--- src/rtl/top_digital_24hr.sv ---
// 24-hour BCD time-of-day counter (HH:MM:SS), advancing one second per enabled clk edge.
// Seconds, minutes and hours stages cascade through carries that all resolve in the same edge.
module top_digital_24hr (
    input  logic       clk,
    input  logic       enable,
    input  logic       reset,
    output logic [3:0] ms_hr,
    output logic [3:0] ls_hr,
    output logic [3:0] ms_min,
    output logic [3:0] ls_min,
    output logic [3:0] ms_sec,
    output logic [3:0] ls_sec
);

    logic [3:0] msHr_q, lsHr_q, msMin_q, lsMin_q, msSec_q, lsSec_q;
    logic [3:0] msHr_d, lsHr_d, msMin_d, lsMin_d, msSec_d, lsSec_d;

    logic secUnitsWrap, secCarry, minUnitsWrap, minCarry, dayWrap;

    // Carries are qualified by enable so a held clock generates no ripple.
    always_comb begin
        secUnitsWrap = enable && (lsSec_q == 4'd9);
        secCarry     = secUnitsWrap && (msSec_q == 4'd5);
        minUnitsWrap = secCarry && (lsMin_q == 4'd9);
        minCarry     = minUnitsWrap && (msMin_q == 4'd5);
        dayWrap      = (msHr_q == 4'd2) && (lsHr_q == 4'd3);
    end

    always_comb begin
        msHr_d  = msHr_q;
        lsHr_d  = lsHr_q;
        msMin_d = msMin_q;
        lsMin_d = lsMin_q;
        msSec_d = msSec_q;
        lsSec_d = lsSec_q;

        if (enable) begin
            lsSec_d = secUnitsWrap ? 4'd0 : lsSec_q + 4'd1;
        end

        if (secUnitsWrap) begin
            msSec_d = (msSec_q == 4'd5) ? 4'd0 : msSec_q + 4'd1;
        end

        if (secCarry) begin
            lsMin_d = minUnitsWrap ? 4'd0 : lsMin_q + 4'd1;
        end

        if (minUnitsWrap) begin
            msMin_d = (msMin_q == 4'd5) ? 4'd0 : msMin_q + 4'd1;
        end

        // Hours count 00..23; the 23 -> 00 wrap takes priority over the units wrap.
        if (minCarry) begin
            if (dayWrap) begin
                msHr_d = 4'd0;
                lsHr_d = 4'd0;
            end else if (lsHr_q == 4'd9) begin
                msHr_d = msHr_q + 4'd1;
                lsHr_d = 4'd0;
            end else begin
                lsHr_d = lsHr_q + 4'd1;
            end
        end
    end

    always_ff @(posedge clk or posedge reset) begin
        if (reset) begin
            msHr_q  <= 4'd0;
            lsHr_q  <= 4'd0;
            msMin_q <= 4'd0;
            lsMin_q <= 4'd0;
            msSec_q <= 4'd0;
            lsSec_q <= 4'd0;
        end else begin
            msHr_q  <= msHr_d;
            lsHr_q  <= lsHr_d;
            msMin_q <= msMin_d;
            lsMin_q <= lsMin_d;
            msSec_q <= msSec_d;
            lsSec_q <= lsSec_d;
        end
    end

    assign ms_hr  = msHr_q;
    assign ls_hr  = lsHr_q;
    assign ms_min = msMin_q;
    assign ls_min = lsMin_q;
    assign ms_sec = msSec_q;
    assign ls_sec = lsSec_q;

endmodule

--- config.mk ---
export PLATFORM = sky130hd
export DESIGN_NAME = top_digital_24hr
export DESIGN_NICKNAME = d
export VERILOG_FILES = /design/src/rtl/top_digital_24hr.sv
export SDC_FILE = /design/constraint.sdc
export NUM_CORES = 1
export LEC_CHECK = 0
export ABC_AREA = 1
export CORE_MARGIN = 2
export CORE_UTILIZATION = 40
export CTS_CLUSTER_SIZE = 25
export DETAILED_ROUTE_END_ITERATION = 16
export SLEW_MARGIN = 20
export SYNTH_ARGS = -nofsm -noshare
export SYNTH_HDL_FRONTEND = slang
export SYNTH_SLANG_ARGS = --single-unit
--- constraint.sdc ---
create_clock -name clk -period 1.7 [get_ports clk]
set_clock_uncertainty 0.1 [all_clocks]
set_input_delay 0.34 -clock clk [delete_from_list [all_inputs] [get_ports clk]]
set_output_delay 0.34 -clock clk [all_outputs]
set_load 0.05 [all_outputs]
==> results.sh <==
export IMPL_die_area_mm2=0.00401
export IMPL_wire_per_inst_um=11.3
export IMPL_p_leak_nw=1.11
export IMPL_yosys_top_cells_area="dfrtp_1 (43%), nand2_1 (9.3%), ha_1 (7.1%)"
export IMPL_status="finished, final reports clean"
export IMPL_area_growth_pct=51.1
export IMPL_fin_area_mm2=0.00213
export IMPL_via_per_inst=4.68
export IMPL_timing_max_cap_violations=0
export IMPL_drive_gt1_frac=0.320
export IMPL_hold_violations=0
export IMPL_syn_nets=172
export IMPL_diodes=0
export IMPL_design_core_area_mm2=0.00336
export IMPL_cp_arrival_ps=1710
export IMPL_worstSetupEndpoint="ms_hr[0]"
export IMPL_clk_pin_slew_ps=130
export IMPL_track_usage=0.158
export IMPL_ys_types=23
export IMPL_cts_tree="done"
export IMPL_yosysTopAreaCellShare=0.427
export IMPL_die_w_um=63.3
export IMPL_fp_dieH_um=63.3
export IMPL_r2r_cells=9
export IMPL_grt_max_degree=25
export IMPL_grt_pass1_vias=1188
export IMPL_r2r_start="ls_sec[1]"
export IMPL_slowest_stage="dfrtp_2"
export IMPL_numCtsBuffers=3
export IMPL_cp_top_family="simple AND/OR/NAND/NOR gates"
export IMPL_start_kind="register"
export IMPL_mostFrequentLayoutCells="nand2_1 (34), inv_1 (26), buf_12 (24)"
export IMPL_ir_worst_vdd_mv=0.655
export IMPL_maxSlewViolCount=0
export IMPL_required_ps=1810
export IMPL_clock_fmax_ghz=0.625
export IMPL_drtPass1Iterations=4
export IMPL_synth_area_per_cell_um2=8.74
export IMPL_min_period_ps=1600
export IMPL_cp_num_buf_inv=1
export IMPL_numPortBuffers=26
export IMPL_crit_chain="inv_1 -> ha_1 -> nand2_2 -> nor2_4 -> nand2_4 -> nor2_8 -> nand3_4 -> nand2_1 -> nand2_1"
export IMPL_start_util=0.419
export IMPL_grt_first_pass_wirelength_um=5150
export IMPL_tightest_slew_ps=307
export IMPL_h_tree_depth=1
export IMPL_crit_start="ls_sec[1]"
export IMPL_fin_tns_setup_ps=0
export IMPL_hold_path_class="in2async"
export IMPL_cp_max_fo=7
export IMPL_postCtsHoldBufs=0
export IMPL_yosysWarnings=0
export IMPL_max_stage_delay_ps=430
export IMPL_placedCellCount=245
export IMPL_clock_sinks=24
export IMPL_grt_overflow_total=0
export IMPL_placed_area_mm2=0.00207
export IMPL_fin_cells=252
export IMPL_crit_path_end_kind="register"
export IMPL_io_pins=27
export IMPL_r2r_end="ms_hr[0]"
export IMPL_root_buffer="clkbuf_4"
export IMPL_rows=21
export IMPL_syn_cell_area_mm2=0.00141
export IMPL_ys_seq_area_frac=0.427
export IMPL_cp_common_cell="nand2_1"
export IMPL_p_total_mw=2.28
export IMPL_gp_congestion=0.746
export IMPL_reg2reg_setup_slack_ps=100
export IMPL_critPathKind="reg2reg"
export IMPL_syn_inst=161
export IMPL_drc=0
export IMPL_max_slew_margin_rel=0.795
export IMPL_drtIter0Drc=44
export IMPL_hpwlAfterDp_um=2240
export IMPL_finalSetupViolations=0
export IMPL_min_period_over_period=0.941
export IMPL_fin_nets=218
export IMPL_routed_wl_um=2840
export IMPL_final_util=0.632
export IMPL_synth_seq_cells=24
export IMPL_cp_depth=9
export IMPL_clk_latency_ps=310
export IMPL_num_vias=1180
export IMPL_postRouteAntennaNets=0
export IMPL_layout_commonest_cell="nand2_1"
export IMPL_grt_setup_unrepaired="yes"
export IMPL_antenna_found_initial=0
export IMPL_synth_top_area_cell="dfrtp_1"
export IMPL_clockBufferDepth=2
export IMPL_p_per_area_mw_per_mm2=1070
cell usage after synthesis:
master,n
o22ai_1,2
o21bai_1,1
nand4_1,2
nor2_4,2
nand2_2,1
nor3_4,1
inv_2,1
nand2_1,35
inv_1,26
nand3_4,3
nand3b_1,3
xor2_1,6
o21ai_2,1
a21oi_1,6
nor2_1,9
dfrtp_1,24
nor2_8,2
o31ai_1,1
nand3_1,13
or2_2,1
ha_1,8
o21ai_0,11
nand2_4,2
state kept, by name (all words and copies together), names as in the netlist:
| register | count |
|---|---|
| ms_min | 4 |
| ls_hr | 4 |
| ls_min | 4 |
| ls_sec | 4 |
| ms_sec | 4 |
| ms_hr | 4 |
power breakdown:
group / internal, mW / switching (mW)
logic: 0.535 / 0.639
clock network: 0.131 / 0.167
registers: 0.676 / 0.137
total: 1.34 / 0.942
how the worst min path moves through the flow:
stage / from / endpoint / slack (ps) / cells past startpoint
floorplan: reset / ls_hr[2] / 250 / 1
global placement: ls_sec[3] / ls_sec[3] / 440 / 1
detailed placement: ls_sec[3] / ls_sec[3] / 460 / 1
CTS: reset / ms_sec[1] / 250 / 3
global route: reset / ms_sec[1] / 270 / 3
finish: reset / ms_sec[1] / 250 / 3
worst register-to-register path, delay by kind of cell, from the launching register on:
kind	cells	cell delay, ps
simple gates	7	750
flops	1	430
fa+ha+maj	1	160
buf+inv	1	70
through the flow:
stage                     hold WS (ps)  setup slack, ps
final                              249             99.6
after global routing               270            -15.7
after CTS                          252             75.8
after detailed placement           464             -124
after global placement             439            -75.7
after floorplan                    254             3.52
timing repair:
item	4_1_cts	5_1_grt
gates resized for setup	0	3
buffers inserted	0	3
endpoints found under the setup margin	0	8
layout make-up:
class	instances	area, µm²
timing repair buffer	41	613
sequential	24	611
clock buffer	4	36.3
tap	46	57.6
inverter	27	101
multi-input combinational	110	708
fill	301	1240
logic make-up (layout without fill, tap and decap cells):
family / count (synthesis) / in the layout / share of synthesized area
simple gates: 74 / 74 / 0.307
buf+inv: 27 / 72 / 0.0720
flops: 24 / 24 / 0.427
compound gates: 22 / 22 / 0.0862
fa+ha+maj: 8 / 8 / 0.0711
xor+xnor: 6 / 6 / 0.0373
metal layers:
metal  track usage  share of wire  vias up
met2         0.267           0.48       21
met1         0.201           0.46      549
met4        0.0571         0.0095        0
met3        0.0304          0.042        4
li1              -              -      606
met5             0              0        -
Power figures use the tool's default switching activity.
